`src/rtl/dmem_access_ctrl.sv`:
```
// Load/store controller between the MEM stage and a word-wide data memory.
// Sub-word stores use read-modify-write; loads return lane-extracted, extended data.
module dmem_access_ctrl #(
  parameter int ADDR_BITS = 16
) (
  input  logic        clock,
  input  logic        reset,
  input  logic        req_valid,
  output logic        req_ready,
  input  logic        req_write,
  input  logic [1:0]  req_size,
  input  logic        req_unsigned,
  input  logic [31:0] req_addr,
  input  logic [31:0] req_wdata,
  output logic        rsp_valid,
  output logic        rsp_err,
  output logic [31:0] rsp_rdata,
  output logic [31:0] mem_address,
  output logic [31:0] mem_write_data,
  output logic        mem_write,
  input  logic [31:0] mem_read_data
);

  typedef enum logic [1:0] {IDLE, READ, WRITE, RESP} state_t;

  state_t      r_state;
  state_t      w_next;
  logic        r_write;
  logic [1:0]  r_size;
  logic        r_unsigned;
  logic [1:0]  r_addrLow;
  logic [15:0] r_wdata;
  logic        r_rspErr;
  logic [31:0] r_rspRdata;
  logic [31:0] r_memAddress;
  logic [31:0] r_memWriteData;

  logic        w_accept;
  logic        w_err;
  logic        w_wordStore;
  logic [7:0]  w_byte;
  logic [15:0] w_half;
  logic [31:0] w_loadData;
  logic [31:0] w_merged;

  assign w_accept    = req_valid && (r_state == IDLE);
  assign w_wordStore = req_write && (req_size == 2'b10);
  assign w_err       = (req_size == 2'b11)
                    || ((req_size == 2'b01) && req_addr[0])
                    || ((req_size == 2'b10) && (req_addr[1:0] != 2'b00))
                    || (|req_addr[31:ADDR_BITS]);

  always_ff @(posedge clock) begin
    if (reset) r_state <= IDLE;
    else       r_state <= w_next;
  end

  always_comb begin
    w_next = r_state;
    case (r_state)
      IDLE: begin
        if (w_accept) begin
          if (w_err)            w_next = RESP;
          else if (w_wordStore) w_next = WRITE;
          else                  w_next = READ;
        end
      end
      READ:    w_next = r_write ? WRITE : RESP;
      WRITE:   w_next = RESP;
      default: w_next = IDLE;
    endcase
  end

  // Lane extraction and store merge both work on the word returned during READ.
  always_comb begin
    w_byte = mem_read_data[{r_addrLow, 3'b000} +: 8];
    w_half = mem_read_data[{r_addrLow[1], 4'b0000} +: 16];
    case (r_size)
      2'b00:   w_loadData = {{24{w_byte[7] & ~r_unsigned}}, w_byte};
      2'b01:   w_loadData = {{16{w_half[15] & ~r_unsigned}}, w_half};
      default: w_loadData = mem_read_data;
    endcase
    w_merged = mem_read_data;
    if (r_size == 2'b00) w_merged[{r_addrLow, 3'b000} +: 8] = r_wdata[7:0];
    else                 w_merged[{r_addrLow[1], 4'b0000} +: 16] = r_wdata;
  end

  // Response fields only change on the edge that enters RESP, so they hold between responses.
  always_ff @(posedge clock) begin
    if (reset) begin
      r_write        <= 1'b0;
      r_size         <= 2'b00;
      r_unsigned     <= 1'b0;
      r_addrLow      <= 2'b00;
      r_wdata        <= 16'h0;
      r_rspErr       <= 1'b0;
      r_rspRdata     <= 32'h0;
      r_memAddress   <= 32'h0;
      r_memWriteData <= 32'h0;
    end else begin
      case (r_state)
        IDLE: begin
          if (w_accept) begin
            r_write    <= req_write;
            r_size     <= req_size;
            r_unsigned <= req_unsigned;
            r_addrLow  <= req_addr[1:0];
            r_wdata    <= req_wdata[15:0];
            if (w_err) begin
              r_rspErr   <= 1'b1;
              r_rspRdata <= 32'h0;
            end else begin
              r_memAddress <= {req_addr[31:2], 2'b00};
              if (w_wordStore) r_memWriteData <= req_wdata;
            end
          end
        end
        READ: begin
          if (r_write) begin
            r_memWriteData <= w_merged;
          end else begin
            r_rspErr   <= 1'b0;
            r_rspRdata <= w_loadData;
          end
        end
        WRITE: begin
          r_rspErr   <= 1'b0;
          r_rspRdata <= 32'h0;
        end
        default: ;
      endcase
    end
  end

  assign req_ready      = (r_state == IDLE);
  assign rsp_valid      = (r_state == RESP);
  assign mem_write      = (r_state == WRITE);
  assign rsp_err        = r_rspErr;
  assign rsp_rdata      = r_rspRdata;
  assign mem_address    = r_memAddress;
  assign mem_write_data = r_memWriteData;

endmodule

```
`config.mk`:
```
export PLATFORM = sky130hd
export DESIGN_NAME = dmem_access_ctrl
export DESIGN_NICKNAME = d
export VERILOG_FILES = /design/src/rtl/dmem_access_ctrl.sv
export SDC_FILE = /design/constraint.sdc
export NUM_CORES = 1
export LEC_CHECK = 0
export ABC_AREA = 1
export CORE_MARGIN = 1
export CORE_UTILIZATION = 52
export DETAILED_ROUTE_END_ITERATION = 16
export GPL_ROUTABILITY_DRIVEN = 0
export PLACE_DENSITY_LB_ADDON = 0.2
export SYNTH_ARGS = -nofsm -noshare
export SYNTH_HDL_FRONTEND = slang
export SYNTH_SLANG_ARGS = --single-unit
export TNS_END_PERCENT = 1
```
`constraint.sdc`:
```
create_clock -name clock -period 5.2 [get_ports clock]
set_input_delay 1.56 -clock clock [delete_from_list [all_inputs] [get_ports clock]]
set_output_delay 1.56 -clock clock [all_outputs]
set_load 0.005 [all_outputs]
```
==> reports/metrics.csv, run 1 <==
metric;value;unit
run status;complete, no violations;
RSZ-0062 raised after global routing;no;
Max-Cap Viols;0;
Sum Neg Setup Slack;0;ns
Synth Cell Area;0.006782;sq mm
post_cts resized;0;
layout overhead on the synthesized area;37.32;%
fmax;0.2889;GHz
Final Cycle Share;66.56;%
Required @ worst endpoint;5.52;ns
first-pass GRT wire length;33.76;mm
complex-gate fraction of the synthesized area;22.25;%
Async SR Flop Fraction;0;%
drt drc;0;
post-route insts no fill;1407;
Simple-Gate Fraction of Synth Area;29.58;%
CTS Buffer Depth;2;
Final min period;3.461;ns
yosys warns;0;
Worst-Skew Late Latency;0.43;ns
die height;116.2;microns
root buffer cell;clkbuf_16;
flops & latches, synth;119;
post-synthesis adder-cell area fraction;1.661;%
largest cells by area after synthesis;dfxtp_1 35%, nand2_1 14%, nor2_1 8.4%, a21oi_1 7.7%, o21ai_0 7.1%;
CTS Buf Count;17;
Post-CTS Setup Inserts;0;
worst setup path class;in -> reg;
layout cells sized above 1;6.397;%
largest net degree at the start of global routing;66;
area leader, netlist;dfxtp_1;
crit-path max FO;34;
Rel. slew slack;22.40;%
io pins;203;
Worst Skew;0.005704;ns
EDFF count, synth;0;
DP HPWL;15.11;mm
Avg Inst Size Synth;6.368;sq um
Starting Density;53.52;%
ys flop type;dfxtp_1;
hold_buf cts;0;
HP Class;reg -> reg;
Rows;41;
Pleak;3.933;nW
max-slew violations;0;
initial antenna violation count;0;
GR Layer Usage met1;39.97;%
sequential share of the synthesized area;35.13;%
vias in the first global route;6769;
via count;7623;
area occupied by multi-input gates;0.003637;sq mm
proportion of synthesized area in mux cells;0;%
largest family of logic cells by synthesized area;simple AND/OR/NAND/NOR gates;
top-area cell type share of the netlist area;35.13;%
# nets final;1334;
dpl cells;1375;
FILL cells;1055;
die width;116.2;microns
Post-Synthesis Cells;1065;
Final setup viols;0;
Reg area;0.002382;sq mm
met3 Use GR;8.147;%
post-synthesis xor/xnor area fraction;0;%
Startpoint Class;primary input;
Setup crit end kind;register;
Worst-Margin Slew;1.162;ns
Max rail drop VDD;0.2505;mV
final antenna-violating net count;0;
min-delay src;mem_address[21];
H-tree depth;4;
core area;0.01267;sq mm
FF-to-FF Start;r_state[1];
count leader, synth;nand2_1;
final hold vios;0;
crit path from;req_size[1];
Reg clk slew, reported paths;0.06;ns
CTS tree;yes;
Netlist cell types;36;
PwrDens;495.3;mW/mm^2
GRT Total Usage;32.61;%
grt peak-use layer;met2;
antenna fix cells;0;
WL per Instance;15.35;microns
Port Buffer Count;200;
top cells by count, synth;244 x nand2_1, 152 x nor2_1, 119 x dfxtp_1;
met2 Track Usage GR;52.22;%
grt ovf;0;
Die ar.;0.01350;sq mm
worst path arrival time;3.78;ns
Clock Sink Count;119;
WL final;21.60;mm
Pre-Repair DR Iteration Count;6;
Vias per Instance;5.418;
Iteration-0 DRC Markers;779;
==> kinds of logic (layout without fill, tap and decap cells) <==
logic type	Yosys count	count (layout)
other	1	2
buffers and inverters	185	354
adder cells (fa/ha/maj)	9	9
AO/OA/AOI/OAI	275	275
flip-flops	119	119
AND/OR/NAND/NOR	476	476
==> placed cells by master, fill, tap and decap left out, types with 3 or more instances in the layout <==
master | synthesis | layout
nand4_1 | 3 | 3
dfxtp_1 | 119 | 119
buf_4 | 6 | 10
a31oi_1 | 16 | 16
inv_1 | 106 | 105
o22ai_1 | 25 | 25
nand2_1 | 244 | 244
o21a_1 | 7 | 7
clkinv_4 | 0 | 4
nand3_1 | 52 | 52
nand3_2 | 11 | 11
clkinvlp_4 | 0 | 4
o211ai_1 | 5 | 5
a22oi_1 | 3 | 3
nor2_2 | 3 | 3
o21ai_0 | 96 | 96
inv_2 | 6 | 7
a21oi_2 | 11 | 11
o21ai_1 | 6 | 6
a21oi_1 | 105 | 105
nor2_1 | 152 | 152
ha_1 | 9 | 8
clkdlybuf4s50_1 | 0 | 200
clkbuf_16 | 0 | 17
==> through the flow <==
step | cell area, sq um | hold slack [ns] | total power [mW] | utilization (%) | setup WS (ns)
6_report | 9313 | 0.4557 | 4.612 | 73.50 | 1.739
5_1_grt | 9313 | 0.4689 | 4.928 | 73.50 | 1.480
4_1_cts | 9313 | 0.4604 | 4.601 | 73.50 | 1.743
3_5_place_dp | 8732 | 0.4490 | 3.417 | 68.91 | 1.320
3_3_place_gp | 8732 | 0.4433 | 3.369 | 68.91 | 1.402
2_1_floorplan | 6785 | 0.4404 | 2.721 | - | 2.523
==> sequential cells by signal, indices dropped and copies added (netlist names) <==
signal          cells
r_state             2
mem_address        30
r_unsigned          1
rsp_rdata          32
r_wdata            16
r_addrLow           2
r_size              2
rsp_err             1
r_write             1
mem_write_data     32
==> critical path, stage by stage <==
cell and delay (ns):
clkdlybuf4s50_1 0.46, nor2_1 0.12, nor2_1 0.05, nor2_2 0.11
nand3_1 0.10, nand2_1 0.12, nand3_2 0.51, buf_4 0.48
nor2_1 0.17, nor2_1 0.06
==> worst paths after layout <==
path | slack [ns] | cells after the start | end
worst max register to register | 2.15 | 10 | mem_write_data[29]
worst min register to register | 0.46 | 2 | mem_address[21]
worst max-delay path | 1.74 | 10 | mem_write_data[29]
worst min-delay path | 0.46 | 2 | mem_address[21]
==> metal layers <==
layer	wire (microns)	vias to the layer above
met2	9910	373
li1	-	3769
met5	0	-
met3	1983	74
met4	1044	0
met1	8665	3407
==> layout make-up <==
type	count	share of cell area (%)
Sequential cell	119	25.58
Clock inverter	13	1.585
Tap cell	172	2.311
Inverter	112	4.514
Timing Repair Buffer	210	22.30
Multi-Input combinational cell	762	39.06
Clock buffer	19	4.649
==> report_power, final <==
| part | internal, mW | switching [mW] |
|---|---|---|
| clock | 0.708 | 0.460 |
| combinational | 0.858 | 1.28 |
| sequential | 1.13 | 0.181 |
| total | 2.69 | 1.92 |
Note: power is estimated with default switching activity, not from simulation.
==> inputs of run 2 (changes only) <==
- CORE_UTILIZATION: 52 -> 48
- clock period: 5.2 -> 3.5 ns (I/O delays scaled with it)
==> reports/metrics.csv, run 2 (synthesis gave the netlist of run 1 again) <==
metric;value;unit
run status;complete, no violations;
post-route insts no fill;1419;
final antenna-violating net count;0;
root buffer cell;clkbuf_16;
commonest non-fill, non-tap cells in the layout;244 x nand2_1, 200 x clkdlybuf4s50_1, 152 x nor2_1;
hold_buf cts;0;
Worst Skew;0.007885;ns
worst hold margin;0.4532;ns
Rel. slew slack;58.09;%
Starting Density;49.05;%
Hold EP;mem_address[20];
CTS Buffer Depth;2;
min-delay src;mem_address[20];
Sum Neg Setup Slack;0;ns
Pre-Repair DR Iteration Count;8;
Placed Area;0.008822;sq mm
worst slack at placement;0.5800;ns
Max rail drop VDD;0.3670;mV
final hold vios;0;
dpl cells;1387;
first-pass GRT wire length;33.95;mm
WL per Instance;15.13;microns
max-slew violations;0;
commonest non-fill, non-tap cell in the layout;nand2_1;
Final min period;2.752;ns
Pwr Total;6.800;mW
R2R Setup Slk;1.12;ns
HP Class;reg -> reg;
layout overhead on the synthesized area;38.41;%
core area;0.01383;sq mm
Min-Delay Path Depth;2;
H-tree depth;4;
Post-CTS Setup Inserts;0;
Worst-Skew Late Latency;0.42;ns
Iteration-0 DRC Markers;762;
Final Cycle Share;78.63;%
vias in the first global route;6761;
largest net degree at the start of global routing;64;
FILL cells;1252;
die height;120.9;microns
layout cells sized above 1;6.860;%
worst setup path class;reg -> out;
initial antenna violation count;0;
antenna fix cells;0;
R2R cell count;10;
PwrDens;724.4;mW/mm^2
RSZ-0062 raised after global routing;no;
FF-to-FF Start;r_addrLow[0];
GRT Total Usage;29.74;%
fmax;0.3634;GHz
Startpoint Class;register;
Max-Cap Viols;0;
WL final;21.47;mm
worst path arrival time;1.70;ns
io pins;203;
Rows;43;
post-route cell area;0.009387;sq mm
worst reg2reg endpoint;mem_write_data[27];
Port Buffer Count;200;
die width;120.9;microns
CTS tree;yes;
Required @ worst endpoint;2.45;ns
via count;7529;
Setup crit end kind;output pin;
CTS Buf Count;17;
Final setup viols;0;
grt ovf;0;
Reg clk slew, reported paths;0.06;ns
Vias per Instance;5.306;
Layout Utilization;67.89;%
Pleak;3.976;nW
post_cts resized;0;
DP HPWL;15.44;mm
Die ar.;0.01461;sq mm
crit-path max FO;6;
Worst-Margin Slew;0.6277;ns
# nets final;1338;
Clock Sink Count;119;
Final WS setup;0.7481;ns
drt drc;0;
## run 2: cell types whose count changed in the layout (fill, tap and decap cells not counted)
cell and delta:
inv_6 +1, clkinv_2 +3, buf_12 +4, clkinv_4 -1, clkbuf_8 +1, clkbuf_1 -2
clkinvlp_4 -1, bufinv_16 -1
## run 2: routing by layer
layer  vias up  part of all wire [%]  GRT usage [%]
li1       3767                     -              -
met1      3350                    41          36.87
met2       357                    46          47.64
met3        55                   8.8          8.271
met4         0                   3.8          13.81
met5         -                     0              0
## run 2: worst max-delay path, cell delays in order (launching register included)
cell and delay, ns:
dfxtp_1 0.34, inv_1 0.09, ha_1 0.28, clkdlybuf4s50_1 0.56
## run 2: power by group
part / switching [mW] / internal (mW) / total [mW] / leakage (nW)
sequential: 0.208 / 1.67 / 1.88 / 0.969
clock: 0.663 / 0.996 / 1.66 / 0.273
combinational: 1.95 / 1.31 / 3.26 / 2.73
## run 2: cell type report
type	count	area, sq um	share of cell area, %
well taps	180	225.2	2.399
clock buffers	18	439.2	4.679
clock inverters	14	125.1	1.333
repair buffers	214	2157	22.98
flip-flops and latches	119	2382	25.38
multi-input cells	762	3637	38.75
inverters	112	420.4	4.479
## run 2: how the worst max path moves through the flow
| stage | endpoint | from | slack [ns] | cells after the start |
|---|---|---|---|---|
| detailed placement | rsp_rdata[18] | req_size[1] | 0.58 | 9 |
| finish | req_ready | r_state[1] | 0.75 | 3 |
| floorplan | mem_write_data[5] | req_addr[27] | 1.33 | 9 |
| global placement | rsp_rdata[19] | req_size[1] | 0.66 | 9 |
| global route | req_ready | r_state[0] | 0.67 | 3 |
| CTS | req_ready | r_state[1] | 0.74 | 3 |
